===== src/rtl/seg_pkg.sv =====
// Shared definitions for the seven-segment display path: segment patterns,
// digit-select encodings and the receive-side frame state machine states.
package seg_pkg;

    localparam logic [6:0] SEG_0     = 7'h3F;
    localparam logic [6:0] SEG_1     = 7'h06;
    localparam logic [6:0] SEG_2     = 7'h5B;
    localparam logic [6:0] SEG_3     = 7'h4F;
    localparam logic [6:0] SEG_4     = 7'h66;
    localparam logic [6:0] SEG_5     = 7'h6D;
    localparam logic [6:0] SEG_6     = 7'h7D;
    localparam logic [6:0] SEG_7     = 7'h07;
    localparam logic [6:0] SEG_8     = 7'h7F;
    localparam logic [6:0] SEG_9     = 7'h6F;
    localparam logic [6:0] SEG_BLANK = 7'h00;

    localparam logic [1:0] SEL_BLANK = 2'b00;
    localparam logic [1:0] SEL_ONES  = 2'b01;
    localparam logic [1:0] SEL_TENS  = 2'b10;
    localparam logic [1:0] SEL_BAD   = 2'b11;

    typedef enum logic [1:0] {
        ST_EMPTY,
        ST_HALF0,
        ST_HALF1,
        ST_EMIT
    } frame_state_t;

    // Two BCD digits to binary; both digits are 0..9 so 7 bits always suffice.
    function automatic logic [6:0] bcd2_to_bin(input logic [3:0] tens, input logic [3:0] ones);
        return 7'(tens) * 7'd10 + 7'(ones);
    endfunction

endpackage


===== src/rtl/seg_mux_decoder_if.sv =====
// Multiplexed seven-segment bus plus the decoded-value outputs of the monitor.
// master = display driver side, slave = decoder side.
interface seg_mux_decoder_if;
    logic [6:0] seg;
    logic [1:0] digit_select;
    logic [6:0] value;
    logic       value_valid;
    logic       seg_err;
    logic       stale;
    logic [7:0] err_count;

    modport master (
        output seg, digit_select,
        input  value, value_valid, seg_err, stale, err_count
    );

    modport slave (
        input  seg, digit_select,
        output value, value_valid, seg_err, stale, err_count
    );
endinterface


===== src/rtl/seg_to_digit.sv =====
// Combinational inverse of the segment encoder: pattern -> {valid, BCD digit}.
module seg_to_digit
    import seg_pkg::*;
(
    input  logic [6:0] seg,
    output logic       valid,
    output logic [3:0] digit
);

    always_comb begin
        valid = 1'b1;
        digit = 4'd0;
        case (seg)
            SEG_0:   digit = 4'd0;
            SEG_1:   digit = 4'd1;
            SEG_2:   digit = 4'd2;
            SEG_3:   digit = 4'd3;
            SEG_4:   digit = 4'd4;
            SEG_5:   digit = 4'd5;
            SEG_6:   digit = 4'd6;
            SEG_7:   digit = 4'd7;
            SEG_8:   digit = 4'd8;
            SEG_9:   digit = 4'd9;
            default: valid = 1'b0;
        endcase
    end

endmodule


===== src/rtl/seg_mux_decoder.sv =====
// Receive-side monitor for the two-digit multiplexed seven-segment bus.
// Optional saturating error counter: define SEG_MUX_DECODER_ERRCNT_EN.
module seg_mux_decoder
    import seg_pkg::*;
#(
    parameter int STABLE_CYC  = 16,
    parameter int TIMEOUT_CYC = 65535
) (
    input  logic              clk,
    input  logic              rst,
    seg_mux_decoder_if.slave  bus
);

    localparam int SW = $clog2(STABLE_CYC + 1);
    localparam int TW = $clog2(TIMEOUT_CYC + 1);
    localparam logic [SW-1:0] STAB_MAX  = SW'(STABLE_CYC);
    localparam logic [SW-1:0] STAB_FIRE = SW'(STABLE_CYC - 1);
    localparam logic [TW-1:0] TMO       = TW'(TIMEOUT_CYC);

    logic [6:0]    seg_q;
    logic [1:0]    sel_q;
    logic [SW-1:0] stab_reg;
    frame_state_t  state_reg;
    logic [3:0]    d0_reg, d1_reg;
    logic          have0_reg, have1_reg;
    logic [6:0]    value_reg;
    logic          value_valid_reg, seg_err_reg;
    logic [TW-1:0] timer_reg;
    logic          stale_reg;

    logic          dig_valid;
    logic [3:0]    dig;

    seg_to_digit u_seg_to_digit (
        .seg   (seg_q),
        .valid (dig_valid),
        .digit (dig)
    );

    // A change is detected against the next registered value, so the sample
    // lands STABLE_CYC cycles after a pattern first appears on the pins.
    logic in_changed, sample, ones_ok, tens_ok, emit_go, err_go;
    assign in_changed = {bus.digit_select, bus.seg} != {sel_q, seg_q};
    assign sample     = (stab_reg == STAB_FIRE) && !in_changed;
    assign ones_ok    = sample && (sel_q == SEL_ONES) && dig_valid;
    assign tens_ok    = sample && (sel_q == SEL_TENS) && dig_valid;
    assign emit_go    = (state_reg != ST_EMIT) &&
                        ((ones_ok && have1_reg) || (tens_ok && have0_reg));
    assign err_go     = sample && ((sel_q == SEL_BAD) ||
                        (((sel_q == SEL_ONES) || (sel_q == SEL_TENS)) && !dig_valid));

    always_ff @(posedge clk or posedge rst) begin
        if (rst) begin
            seg_q           <= '0;
            sel_q           <= '0;
            stab_reg        <= '0;
            state_reg       <= ST_EMPTY;
            d0_reg          <= '0;
            d1_reg          <= '0;
            have0_reg       <= 1'b0;
            have1_reg       <= 1'b0;
            value_reg       <= '0;
            value_valid_reg <= 1'b0;
            seg_err_reg     <= 1'b0;
            timer_reg       <= '0;
            stale_reg       <= 1'b0;
        end else begin
            seg_q <= bus.seg;
            sel_q <= bus.digit_select;

            if (in_changed)
                stab_reg <= '0;
            else if (stab_reg != STAB_MAX)
                stab_reg <= stab_reg + 1'b1;

            seg_err_reg     <= err_go;
            value_valid_reg <= emit_go;
            if (emit_go)
                value_reg <= bcd2_to_bin(tens_ok ? dig : d1_reg, ones_ok ? dig : d0_reg);

            if (state_reg == ST_EMIT) begin
                state_reg <= ST_EMPTY;
                have0_reg <= 1'b0;
                have1_reg <= 1'b0;
            end else if (sample) begin
                case (sel_q)
                    SEL_ONES: begin
                        if (dig_valid) begin
                            d0_reg    <= dig;
                            have0_reg <= 1'b1;
                            state_reg <= emit_go ? ST_EMIT : ST_HALF0;
                        end else begin
                            have0_reg <= 1'b0;
                            if (state_reg == ST_HALF0)
                                state_reg <= ST_EMPTY;
                        end
                    end
                    SEL_TENS: begin
                        if (dig_valid) begin
                            d1_reg    <= dig;
                            have1_reg <= 1'b1;
                            state_reg <= emit_go ? ST_EMIT : ST_HALF1;
                        end else begin
                            have1_reg <= 1'b0;
                            if (state_reg == ST_HALF1)
                                state_reg <= ST_EMPTY;
                        end
                    end
                    SEL_BAD: begin
                        have0_reg <= 1'b0;
                        have1_reg <= 1'b0;
                        state_reg <= ST_EMPTY;
                    end
                    default: ;
                endcase
            end

            // EMIT takes priority over expiry so stale never rises with value_valid.
            if (emit_go) begin
                timer_reg <= '0;
                stale_reg <= 1'b0;
            end else if (timer_reg != TMO) begin
                timer_reg <= timer_reg + 1'b1;
                stale_reg <= (timer_reg + 1'b1) == TMO;
            end else begin
                stale_reg <= 1'b1;
            end
        end
    end

    assign bus.value       = value_reg;
    assign bus.value_valid = value_valid_reg;
    assign bus.seg_err     = seg_err_reg;
    assign bus.stale       = stale_reg;

`ifdef SEG_MUX_DECODER_ERRCNT_EN
    logic [7:0] err_count_reg;
    always_ff @(posedge clk or posedge rst) begin
        if (rst)
            err_count_reg <= '0;
        else if (err_go && (err_count_reg != 8'hFF))
            err_count_reg <= err_count_reg + 1'b1;
    end
    assign bus.err_count = err_count_reg;
`else
    assign bus.err_count = 8'd0;
`endif

endmodule


===== src/flat_wrapper.sv =====
// flat-port wrapper written by rule: the top's interface ports become plain ports
module seg_mux_decoder_flat import seg_pkg::*;
#(
    parameter int STABLE_CYC  = 16,
    parameter int TIMEOUT_CYC = 65535
)
  (clk, rst, bus_seg, bus_digit_select, bus_value, bus_value_valid, bus_seg_err, bus_stale, bus_err_count);
  seg_mux_decoder_if bus_i ();
  input  logic clk;
  input  logic rst;
  input wire logic [$bits(bus_i.seg)-1:0] bus_seg;
  input wire logic [$bits(bus_i.digit_select)-1:0] bus_digit_select;
  output wire logic [$bits(bus_i.value)-1:0] bus_value;
  output wire logic [$bits(bus_i.value_valid)-1:0] bus_value_valid;
  output wire logic [$bits(bus_i.seg_err)-1:0] bus_seg_err;
  output wire logic [$bits(bus_i.stale)-1:0] bus_stale;
  output wire logic [$bits(bus_i.err_count)-1:0] bus_err_count;
  assign bus_i.seg = bus_seg;
  assign bus_i.digit_select = bus_digit_select;
  assign bus_value = bus_i.value;
  assign bus_value_valid = bus_i.value_valid;
  assign bus_seg_err = bus_i.seg_err;
  assign bus_stale = bus_i.stale;
  assign bus_err_count = bus_i.err_count;
  seg_mux_decoder #(.STABLE_CYC(STABLE_CYC), .TIMEOUT_CYC(TIMEOUT_CYC)) u_core (.clk(clk), .rst(rst), .bus(bus_i));
endmodule

===== config.mk =====
export PLATFORM = sky130hd
export DESIGN_NAME = seg_mux_decoder_flat
export DESIGN_NICKNAME = d
export VERILOG_FILES = /design/src/rtl/seg_pkg.sv /design/src/rtl/seg_mux_decoder_if.sv /design/src/rtl/seg_to_digit.sv /design/src/rtl/seg_mux_decoder.sv /design/src/flat_wrapper.sv
export SDC_FILE = /design/constraint.sdc
export NUM_CORES = 1
export LEC_CHECK = 0
export CAP_MARGIN = 20
export CORE_ASPECT_RATIO = 2
export CORE_MARGIN = 5
export CORE_UTILIZATION = 55
export DETAILED_ROUTE_END_ITERATION = 8
export GPL_TIMING_DRIVEN = 0
export PLACE_DENSITY = 0.79
export SETUP_SLACK_MARGIN = 0.02
export SLEW_MARGIN = 20
export SYNTH_ARGS = -nofsm -noshare
export SYNTH_HDL_FRONTEND = slang
export SYNTH_SLANG_ARGS = --single-unit
export TNS_END_PERCENT = 30

===== constraint.sdc =====
create_clock -name clk -period 4 [get_ports clk]
set_input_delay 0.8 -clock clk [delete_from_list [all_inputs] [get_ports clk]]
set_output_delay 0.8 -clock clk [all_outputs]
set_load 0.02 [all_outputs]

# After elaboration in Yosys (flattened, before gate mapping)
# Cells that the tools add are included.
# W data, S select, Z words.
[totals]
ff_bits = 52
output_inout_bits = 18
input_bits = 11
word_cells = 95
[classes]
reduce_logical = 27
mul = 1
n_addsub = 3
bitwise_logic = 1
n_mux = 26
eq_ne = 24
[ops]
columns = ["operator", "count"]
rows = [
  ["$eq A7 B7 Y1 const B", 7],
  ["$pmux W4 S9", 1],
  ["$mux W16", 2],
  ["$add A16 B1 Y16 const B", 1],
  ["$eq A16 B16 Y1 const B", 1],
  ["$ne A16 B16 Y1 const B", 1],
  ["$eq A7 B3 Y1 const B", 2],
  ["$mux W2", 7],
  ["$reduce_and A4 Y1", 3],
  ["$logic_and A1 B1 Y1", 10],
  ["$mux W5", 2],
  ["$reduce_or A10 Y1", 1],
  ["$mux W1", 9],
  ["$ne A9 B9 Y1", 1],
  ["$eq A2 B2 Y1 const B", 4],
  ["$mux W4", 2],
  ["$ne A4 B3 Y1 const B", 2],
  ["$add A7 B4 Y7", 1],
  ["$eq A7 B6 Y1 const B", 1],
  ["$mul A4 B3 Y6 const B", 1],
  ["$pmux W2 S3", 1],
  ["$reduce_bool A2 Y1", 3],
  ["$reduce_bool A3 Y1", 2],
  ["$add A5 B1 Y5 const B", 1],
  ["10 further kinds", 16],
]

# Depth between registers and ports, before layout
# Gate-level depths: netlist (run 1).
[depth]
ltp_word = 13
mapped_depth = 15
mapped_depth_nobuf = 13

# By module
# Synthesis (run 1) repeated with hierarchy kept, for this count alone.
[hier_totals]
cells_unflattened = 351
area_unflattened_um2 = 3309.4
[by_module_without_submodules]
columns = ["mod", "cells_each", "area_per_inst_um2", "n_inst", "seq_area_each_um2"]
rows = [
  ["seg_mux_decoder", 325, 3119.2, 1, 1301.2],
  ["seg_to_digit", 26, 190.2, 1, 0.0],
]

# Worst setup path after synthesis (run 1)
# No wires, ideal clock.
[synth_timing]
path_type = "input port to flip-flop"
startpoint = "input port bus_seg[6]"
endpoint = "register u_core.value_reg[6] (netlist: u_core.bus.value[6])"
t_arrival_ns = 3.709
slack_ns = 0.166
path_buffers = 0
setup_time_ns = 0.125
t_required_ns = 3.875
cell_stages = 12
path_cell_list = "xor2_1 > nor4_2 > nand4_2 > nor4_4 > mux2_2 > ha_1 > ha_1 > inv_1 > fa_1 > nor3b_1 > xnor2_1 > mux2_2"
[synth_via]
elab_chain_len = 8
elab_cells_between_ends = 15
classes_between = "add/sub (1); mul (1); eq/ne (1); mux (2); reduce/logical (10)"
[synth_lines]
columns = ["element", "line_no", "rtl"]
rows = [
  ["from (decl)", "flat_wrapper.sv:11", "input wire logic [$bits(bus_i.seg)-1:0] bus_seg;"],
  ["$ne A9 B9 Y1 *", "seg_mux_decoder.sv:43", "assign in_changed = {bus.digit_select, bus.seg} != {sel_q, seg_q};"],
  ["$logic_not A1 Y1 *", "seg_mux_decoder.sv:44", "assign sample = (stab_reg == STAB_FIRE) && !in_changed;"],
  ["$logic_and A1 B1 Y1 *", "seg_mux_decoder.sv:44", ""],
  ["$logic_and A1 B1 Y1, on equally long branches (2 in a row)", "seg_mux_decoder.sv:46, seg_mux_decoder.sv:45", ""],
  ["$mux W4 or $logic_and A1 B1 Y1 (tied branches)", "seg_mux_decoder.sv:79, seg_mux_decoder.sv:48", ""],
  ["$mul A4 B3 Y6 or $logic_or A1 B1 Y1 (tied branches)", "seg_pkg.sv:31, seg_mux_decoder.sv:48", ""],
  ["$add A7 B4 Y7 or $logic_and A1 B1 Y1 (tied branches)", "seg_pkg.sv:31, seg_mux_decoder.sv:47", ""],
  ["to (signal assigned)", "seg_mux_decoder.sv:79", "value_reg <= bcd2_to_bin(tens_ok ? dig : d1_reg, ones_ok ? dig : d0_reg);"],
  ["to (decl)", "seg_mux_decoder.sv:26", "logic [6:0] value_reg;"],
]
# Mark *: on every way between the ends. The rest lies on a longest branch, timed or not.
# A chain may end at the register's enable or synchronous reset.

# Worst setup path after layout (run 1)
[layout_timing]
startpoint = "input port bus_seg[5]"
endpoint = "register u_core.value_reg[6] (netlist: u_core.bus.value[6])"
# Same word-level chain as after synthesis.

==> run summary, run 1 <==
Multi-input gate area -> 1710 um2
PwrDens -> 414 nW/um2
Final Hold Vio Count -> 0
Seq cells post-synth -> 52
I/O Buffers -> 20
Final Cycle Share -> 96.9%
CTS clk-pin slew, worst paths -> 0.06 ns
mapped cell area -> 3200 um2
ANT cells -> 0
Yosys Warn Count -> 0
largest net degree at the start of global routing -> 33
WL final -> 6.06 mm
part of the power in registers -> 45.0%
htree depth -> 2
DRC Markers -> 0
Die X-Extent -> 63.9 um
slew margin rel. -> 59.7%
Final Wtd Congestion -> 0.859
final setup fails -> 0
Async SR Flop Fraction -> 100%
critical path capture point type -> flop
WP data required -> 4.18 ns
filler cell count -> 459
drt pass-1 iters -> 4
via count -> 2,320
leakage dissipation -> 1.68 nW
post-route ant nets -> 0
Mapped Avg Cell Area -> 10.3 um2
Switch Pwr -> 462 uW
Die Ht -> 118 um
HP Class -> flop to flop
routed vias/inst -> 5.60
critical path class -> input port to flop
die area -> 7540 um2
RSZ-0062 raised after global routing -> no
Row Count -> 39
Nets -> 379
switching fraction of total power -> 29.6%
count of cell types in the netlist -> 57
HPWL after DPL -> 4.66 mm
Slew Limit Fails -> 0
Seq/Total Area, Yosys -> 40.7%
top-count cell post-synth -> dfrtp_1
dpl cell area -> 3520 um2
Max IR drop VDD -> 0.000449 V
Max Cap Violations -> 0
Placed Cells -> 400
fin cells -> 414
power share of the combinational group -> 22.0%
Final Cell Area -> 3770 um2
measured slew at the worst slew-check pin -> 0.603 ns
top cell type's share of synthesized area -> 40.7%
Worst Skew -> 0.00714 ns
DR WL/cell -> 14.6 um
root buf cell -> clkbuf_16
Longest Clk Path Bufs -> 2
FF/Latch Area -> 1300 um2
area leader, netlist -> dfrtp_1
# IOs -> 29
vias in the first global route -> 2,358
Fmax -> 258 MHz
CTS tree -> built
ranking of synthesized cells by area -> dfrtp_1 (41%), mux2_2 (5.6%), ha_1 (5.5%), xor2_1 (4.7%), xnor2_1 (3.8%)
Crit Path Max Fanout -> 5
Most used DFF post-synth -> dfrtp_1
gr ovfl total -> 0
Min Clock Period, post-route -> 3.88 ns
outcome -> complete, no violations
synthesis-to-layout area growth -> 17.7%
Total GRT Usage -> 17.4%
clock sink count -> 52
Clk pwr share -> 33.0%
Worst setup SP type -> input port
EDFF count, synth -> 0
Largest register FFs -> 16
Cells after Synth -> 311
cts hold-fix bufs -> 0
Int Pwr -> 1.10 mW
number of DRC markers in iteration 0 -> 43
first-pass GRT wire length -> 10.5 mm
initial antenna violation count -> 0
share of post-route cells with drive strength above 1 -> 19.5%
cts bufs inserted -> 5
WP data arrival -> 4.05 ns
Skew-Pair Late Insertion Delay -> 0.29 ns
Synth top cells by count -> dfrtp_1 (52), inv_1 (23), a21oi_1 (22), nor2_1 (22), xor2_1 (17)
initial core utilization -> 56.1%
core area -> 5710 um2
## worst max-delay path, cell delays in order
cell and delay (ns):
dlygate4sd2_1 0.25, xor2_1 0.16, nor4_2 0.36, nand4_2 0.19
buf_4 0.19, buf_4 0.15, nor2_4 0.14, and3_4 0.20
buf_6 0.11, mux2_4 0.29, ha_1 0.29, a21o_1 0.19
a21oi_1 0.25, nor3b_2 0.09, xnor2_1 0.13, mux2_2 0.26
## path summary, 6_finish.rpt
path	startpoint	to	slack [ns]	depth (start not counted)
max in group asynchronous	rst	u_core.state_reg[0]$_DFFE_PP0P_	2.64	3
worst max-delay path	bus_seg[5]	u_core.bus.value[6]$_DFFE_PP0N_	0.12	16
min in group asynchronous	rst	u_core.stab_reg[2]$_DFFE_PP0P_	0.83	2
worst max register to register	u_core.stab_reg[1]$_DFFE_PP0P_	u_core.bus.value[6]$_DFFE_PP0N_	0.26	14
worst min-delay path	u_core.d1_reg[0]$_DFFE_PP0P_	u_core.d1_reg[0]$_DFFE_PP0P_	0.50	1
worst min register to register	u_core.d1_reg[0]$_DFFE_PP0P_	u_core.d1_reg[0]$_DFFE_PP0P_	0.50	1
## power groups by stage
stage                     clock [mW]  sequential [mW]  combinational [mW]
final                          0.516            0.702               0.343
after CTS                      0.525            0.702               0.346
after global routing           0.548            0.722               0.387
after global placement             0            0.706               0.329
after floorplan                    0            0.689               0.273
after detailed placement           0            0.711               0.341
## per-layer routing
metal | up-vias | routed length [um] | GRT usage, %
li1 | 1137 | - | -
met1 | 1129 | 2120 | 17.0
met2 | 41 | 3620 | 33.1
met3 | 13 | 181 | 3.25
met4 | 0 | 147 | 8.32
met5 | - | 0 | 0
## layout by cell type, fill, tap and decap left out, types with 6 or more instances in the layout
cell type,count
dlygate4sd2_1,6
nand2_1,12
a21oi_1,22
xnor2_1,14
dfrtp_1,52
mux2i_1,7
buf_4,16
nor3_1,7
ha_1,13
and4_1,6
conb_1,8
clkdlybuf4s50_1,14
xor2_1,16
nor2_1,22
clkbuf_1,6
mux2_2,15
inv_1,22
nand3_1,10
## per-stage QoR
stage          TNS, ns  total power, mW  setup WS, ns  hold slack (ns)  utilization, %
6_report             0             1.56         0.124            0.501            66.0
5_1_grt              0             1.66        0.0124            0.523            66.0
3_3_place_gp     -1.10             1.03        -0.588            0.484            61.4
4_1_cts              0             1.57        0.0335            0.505            65.8
2_1_floorplan        0            0.962         0.166            0.462               -
3_5_place_dp     -1.36             1.05        -0.675            0.490            61.7
## kinds of logic after synthesis
kind of cell             count (synthesis)  synth area share (%)
other                                    1                 0.117
buffers and inverters                   47                  7.54
AO/OA/AOI/OAI                           48                  10.1
AND/OR/NAND/NOR                         89                  16.8
multiplexers                            27                  9.58
flip-flops                              52                  40.7
adder cells (fa/ha/maj)                 16                  6.72
XOR/XNOR                                31                  8.48
## what timing repair did
item | 4_1_cts | 5_1_grt
setup buffers | 5 | 1
pin swaps | 7 | 5
gates resized for setup | 10 | 1
setup endpoints to repair | 2 | 2
## area by class of cell
| cell class | instances | share of cell area [%] |
|---|---|---|
| Inverter | 23 | 2.29 |
| Timing Repair Buffer | 27 | 6.84 |
| Multi-Input combinational cell | 219 | 45.3 |
| Sequential cell | 52 | 34.5 |
| Tap cell | 61 | 2.03 |
| Clock inverter | 1 | 0.797 |
| Buffer | 24 | 4.12 |
| Clock buffer | 7 | 4.05 |
No activity file was read; power rests on OpenSTA's default activity.
==> inputs of run 2 (changes only) <==
- CTS_CLUSTER_DIAMETER: unset -> 40
==> results of run 2 <==
The final DEF is identical to that of run 1; final timing and power are the same.
==> inputs of run 3 (changes only) <==
- CORE_MARGIN: 5 -> unset
- PLACE_DENSITY: 0.79 -> unset
- PLACE_DENSITY_LB_ADDON: unset -> 0.05
==> run 3 against run 2 <==
Effect of this change: sequential power is essentially flat; sequential share of layout area increased by 0.27 points; register-to-register slack improved by 0.08 ns; wire length increased by 0.87%; critical path depth fell by 2; critical path type unchanged; largest power group unchanged.
==> run summary, run 3 (synthesized netlist as in run 1, its figures left out) <==
outcome -> complete, no violations
power share of the combinational group -> 23.3% (+1.3 points)
Worst setup SP type -> input port
cts bufs inserted -> 5 (unchanged)
die area -> 6150 um2 (-18%)
gr ovfl total -> 0 (unchanged)
Final Cell Area -> 3740 um2 (-0.76%)
Total GRT Usage -> 21.4% (+4.0 points)
CTS clk-pin slew, worst paths -> 0.06 ns (about the same)
Multi-input gate area -> 1730 um2 (+1.2%)
Int Pwr -> 1.02 mW (-7.0%)
cts hold-fix bufs -> 0 (unchanged)
FF/Latch Area -> 1300 um2 (unchanged)
routed vias/inst -> 5.57 (-0.64%)
Max Cap Violations -> 0 (unchanged)
htree depth -> 2 (unchanged)
Final Cycle Share -> 94.5% (-2.4 points)
Die Ht -> 110 um (-6.8%)
number of DRC markers in iteration 0 -> 61 (+42%)
PwrDens -> 395 nW/um2 (-4.6%)
HPWL after DPL -> 4.74 mm (+1.7%)
initial core utilization -> 56.5% (+0.48 points)
switching fraction of total power -> 30.9% (+1.3 points)
first-pass GRT wire length -> 10.1 mm (-4.1%)
I/O Buffers -> 20 (unchanged)
Worst Skew -> 0.00536 ns (-0.00178 ns)
filler cell count -> 493 (+7.4%)
core area -> 5660 um2 (-0.85%)
HP Class -> flop to flop
WP data arrival -> 3.96 ns (-0.09 ns)
Nets -> 377 (-0.53%)
Final Wtd Congestion -> 0.778 (-9.4%)
drt pass-1 iters -> 4 (unchanged)
slew margin rel. -> 59.2% (-0.50 points)
DR WL/cell -> 14.8 um (+1.4%)
measured slew at the worst slew-check pin -> 0.611 ns (+0.00746 ns)
leakage dissipation -> 1.66 nW (-1.4%)
dpl cell area -> 3520 um2 (unchanged)
Skew-Pair Late Insertion Delay -> 0.29 ns (about the same)
CTS tree -> built
critical path class -> input port to flop
Crit Path Max Fanout -> 5 (unchanged)
post-route ant nets -> 0 (unchanged)
Slew Limit Fails -> 0 (unchanged)
Row Count -> 39 (unchanged)
ANT cells -> 0 (unchanged)
DRC Markers -> 0 (unchanged)
via count -> 2,294 (-1.1%)
Switch Pwr -> 456 uW (-1.3%)
part of the power in registers -> 47.5% (+2.5 points)
Final Hold Vio Count -> 0 (unchanged)
vias in the first global route -> 2,317 (-1.7%)
root buf cell -> clkbuf_16
most frequent cells in the layout -> dfrtp_1 (52), inv_1 (22), nor2_1 (22), a21oi_1 (22)
synthesis-to-layout area growth -> 16.8%
Min Clock Period, post-route -> 3.78 ns (-0.0962 ns)
Die X-Extent -> 55.9 um (-13%)
Fmax -> 265 MHz (+2.5%)
Max IR drop VDD -> 0.000469 V (+4.6%)
RSZ-0062 raised after global routing -> no
commonest non-fill, non-tap cell in the layout -> dfrtp_1
Post-Place Worst Slack -> -0.686 ns (-0.0110 ns)
Clk pwr share -> 29.2% (-3.8 points)
# IOs -> 29 (unchanged)
Longest Clk Path Bufs -> 2 (unchanged)
final setup fails -> 0 (unchanged)
WL final -> 6.11 mm (+0.87%)
initial antenna violation count -> 0 (unchanged)
worst setup margin -> 0.220 ns (+0.0962 ns)
clock sink count -> 52 (unchanged)
share of post-route cells with drive strength above 1 -> 18.8% (-0.74 points)
critical path capture point type -> flop
Largest register FFs -> 16 (unchanged)
WP data required -> 4.18 ns (about the same)
largest net degree at the start of global routing -> 30 (-9.1%)
==> run 3: cell count changes in the layout (fill, tap and decap cells not counted), sizes merged <==
cell	before	now
buf	25	23
bufinv	1	0
clkbuf	13	14
clkdlybuf4s50	14	15
dlygate4sd2	6	5
==> run 3: per-stage QoR <==
stage / setup TNS [ns] / hold slack (ns) / std cells / utilization (%) / power (mW)
finish: 0 / 0.500 / 412 / 66.0 / 1.48
global route: 0 / 0.516 / 412 / 66.0 / 1.56
CTS: 0 / 0.500 / 412 / 65.9 / 1.49
detailed placement: -1.51 / 0.486 / 400 / 62.2 / 1.05
global placement: -1.48 / 0.476 / 399 / 61.9 / 1.04
floorplan: 0 / 0.462 / 318 / - / 0.962
==> run 3: worst max-delay path: stages <==
cell	delay [ns]
clkdlybuf4s50_1	0.43
xor2_1	0.16
nor3_2	0.18
nand4_2	0.17
nor4_4	0.16
buf_4	0.19
mux2_2	0.34
ha_1	0.28
ha_1	0.19
inv_1	0.06
fa_1	0.45
nor3b_2	0.19
xnor2_1	0.08
mux2_2	0.26
==> run 3: power groups by stage <==
stage / logic (mW) / clock network (mW) / registers, mW
floorplan: 0.273 / 0 / 0.689
global placement: 0.334 / 0 / 0.706
detailed placement: 0.342 / 0 / 0.710
CTS: 0.348 / 0.440 / 0.701
global route: 0.387 / 0.457 / 0.715
finish: 0.344 / 0.431 / 0.702
==> run 3: final timing paths <==
kind	startpoint	endpoint	slack, ns	cells after the start
min in group asynchronous	rst	u_core.state_reg[1]$_DFFE_PP0P_	0.86	2
worst max register to register	u_core.stab_reg[1]$_DFFE_PP0P_	u_core.bus.value[6]$_DFFE_PP0N_	0.34	14
worst max-delay path	bus_seg[1]	u_core.bus.value[6]$_DFFE_PP0N_	0.22	14
max in group asynchronous	rst	u_core.timer_reg[6]$_DFFE_PP0P_	2.60	3
worst min-delay path	u_core.timer_reg[14]$_DFFE_PP0P_	u_core.timer_reg[14]$_DFFE_PP0P_	0.50	1
worst min register to register	u_core.timer_reg[14]$_DFFE_PP0P_	u_core.timer_reg[14]$_DFFE_PP0P_	0.50	1
==> run 3: cell type report <==
| class | count | share of cell area, % |
|---|---|---|
| tap | 61 | 2.04 |
| multi-input combinational | 219 | 46.3 |
| sequential | 52 | 34.8 |
| clock buffer | 8 | 3.92 |
| inverter | 23 | 2.31 |
| buffer | 24 | 4.15 |
| timing repair buffer | 25 | 6.53 |
==> run 3: routing by layer <==
metal / GRT usage (%) / part of all wire [%] / up-vias
li1: - / - / 1135
met1: 18.7 / 35 / 1110
met2: 45.4 / 61 / 37
met3: 3.29 / 1.8 / 12
met4: 10.3 / 2.4 / 0
met5: 0 / 0 / -
==> run 3: repair_timing <==
item                                    CTS  global route
gates resized for setup                  11             1
buffers inserted                          4             0
pin swaps                                 8             3
endpoints found under the setup margin    2             2
==> patch (flow settings as in run 2) <==
The 4 states of `frame_state_t` get a Gray code encoding in 2 bits.
--- a/src/rtl/seg_pkg.sv
+++ b/src/rtl/seg_pkg.sv
@@ -21,8 +21,8 @@
 
     typedef enum logic [1:0] {
-        ST_EMPTY,
-        ST_HALF0,
-        ST_HALF1,
-        ST_EMIT
+        ST_EMPTY = 2'b00,
+        ST_HALF0 = 2'b01,
+        ST_HALF1 = 2'b11,
+        ST_EMIT  = 2'b10
     } frame_state_t;
 
Behaviour: same outputs for any inputs over 10 cycles, from zero or initial values and one cycle with rst high; not proved beyond that.
==> patch against run 2 <==
Non-clock buffer count up 7. Count of clock-buffer cells in the layout down 1. Worst setup slack worse by 0.094 ns. Cell area up 1.5%. Sequential cell count unchanged. Sequential share of layout area down 0.51 points. Routed wire length up 17%. Total power down 2.6%. Synthesized area down 1.7%. Critical path type is now reg2reg.
==> patch: results (changes against run 2) <==
| Metric | Value |
|---|---|
| Outcome | finished, final reports clean |
| Initial DRC Count | 115 (+170%) |
| Synthesis-to-layout area growth | 21.56% |
| Routing usage on met2 | 37.65% (+4.5 points) |
| Setup slack at placement | -0.8200 ns (-0.1445 ns) |
| Seq/Total Area, Yosys | 41.37% (+0.71 points) |
| HP Start | u_core.bus.value[1]$_DFFE_PP0N_ |
| Clock buffers | 6 (-1) |
| Leak | 1.706 nW (+1.3%) |
| RR Startpoint | u_core.seg_q[6]$_DFF_PP0_ |
| Inverters | 19 (-17%) |
| R2R cell count | 15 (+1) |
| Port bufs | 20 (unchanged) |
| Top cells by instance count after synthesis | 52 x dfrtp_1, 45 x nand2_1, 43 x nor2_1 |
| Final GP Congestion | 0.9110 (+6.1%) |
| Multi-input logic portion of the cell area | 46.04% (+0.71 points) |
| Critical Path AT | 4.14 ns (+0.09 ns) |
| Worst setup path category | reg2reg |
| Slowest stage delay, CP | 0.54 ns (+0.18 ns) |
| Sw Ratio | 32.95% (+3.3 points) |
| Total combinational power | 0.000397 W (+16%) |
| Layout cell share with drive strength beyond 1 | 14.60% (-4.9 points) |
| Routed len/inst | 15.26 µm (+4.3%) |
| Via count | 2,679 (+15%) |
| # fillers | 436 (-5.0%) |
| Non-clk bufs | 58 (+14%) |
| First-pass detailed-route iteration total | 4 (unchanged) |
| CP max stage cell | or4b_4 |
| M1 wire length | 2479 µm (+17%) |
| Seq power | 0.000717 W (+2%) |
| Sequential share of cell area | 34.03% (-0.51 points) |
| Met3 WL | 264 µm (+46%) |
| Slew @ Worst Pin | 0.8395 ns (+0.2363 ns) |
| Period utilization | 99.25% (+2.3 points) |
| Largest net degree at the start of global routing | 28 (-15%) |
| Cell family with most CP delay | adder cells |
| Min-Delay Path Depth | 2 (+1) |
| Nets | 433 (+14%) |
| Synth area leaders | dfrtp_1 41%, ha_1 6.4%, nand2_1 5.4% |
| Met3 track demand over resource | 3.534% (+0.29 points) |
| Non-clock buffering overhead | 12.57% (+1.6 points) |
| Syn Area/Cell | 8.962 µm² (-13%) |
| First-pass GRT wire length | 11,560 µm (+9.7%) |
| DRT Wirelength | 7098 µm (+17%) |
| Clock-cell share | 3.501% (-1.3 points) |
| Tot GR Track Use | 19.60% (+2.2 points) |
| Placed cells | 440 (+10%) |
-- patch: cell types whose count changed after synthesis, moves of 5 or more --
cell / delta
a21oi_1: -13
mux2_2: -15
nor2_1: +21
nand2_1: +33
and4_1: -5
o21ai_0: +19
inv_1: -5
-- patch: cells by family (layout without fill, tap and decap cells) --
group                      count (synthesis)  count (layout)  synth area share, %
adders and majority gates                 18              18                7.637
muxes                                      7               7                2.426
other                                      1               8               0.1192
xor gates and xnor gates                  30              30                8.353
buffers and inverters                     38              84                5.926
AOI/OAI and AO/OA                         59              59                11.93
and+or+nand+nor                          146             146                22.24
DFF                                       52              52                41.37
-- patch: repair_timing --
| item | CTS | global route |
|---|---|---|
| setup buffers | 14 | 5 |
| endpoints found under the setup margin | 2 | 11 |
| pin swaps | 8 | 13 |
| gates resized for setup | 9 | 11 |
| endpoints found under the hold margin | 0 | 0 |
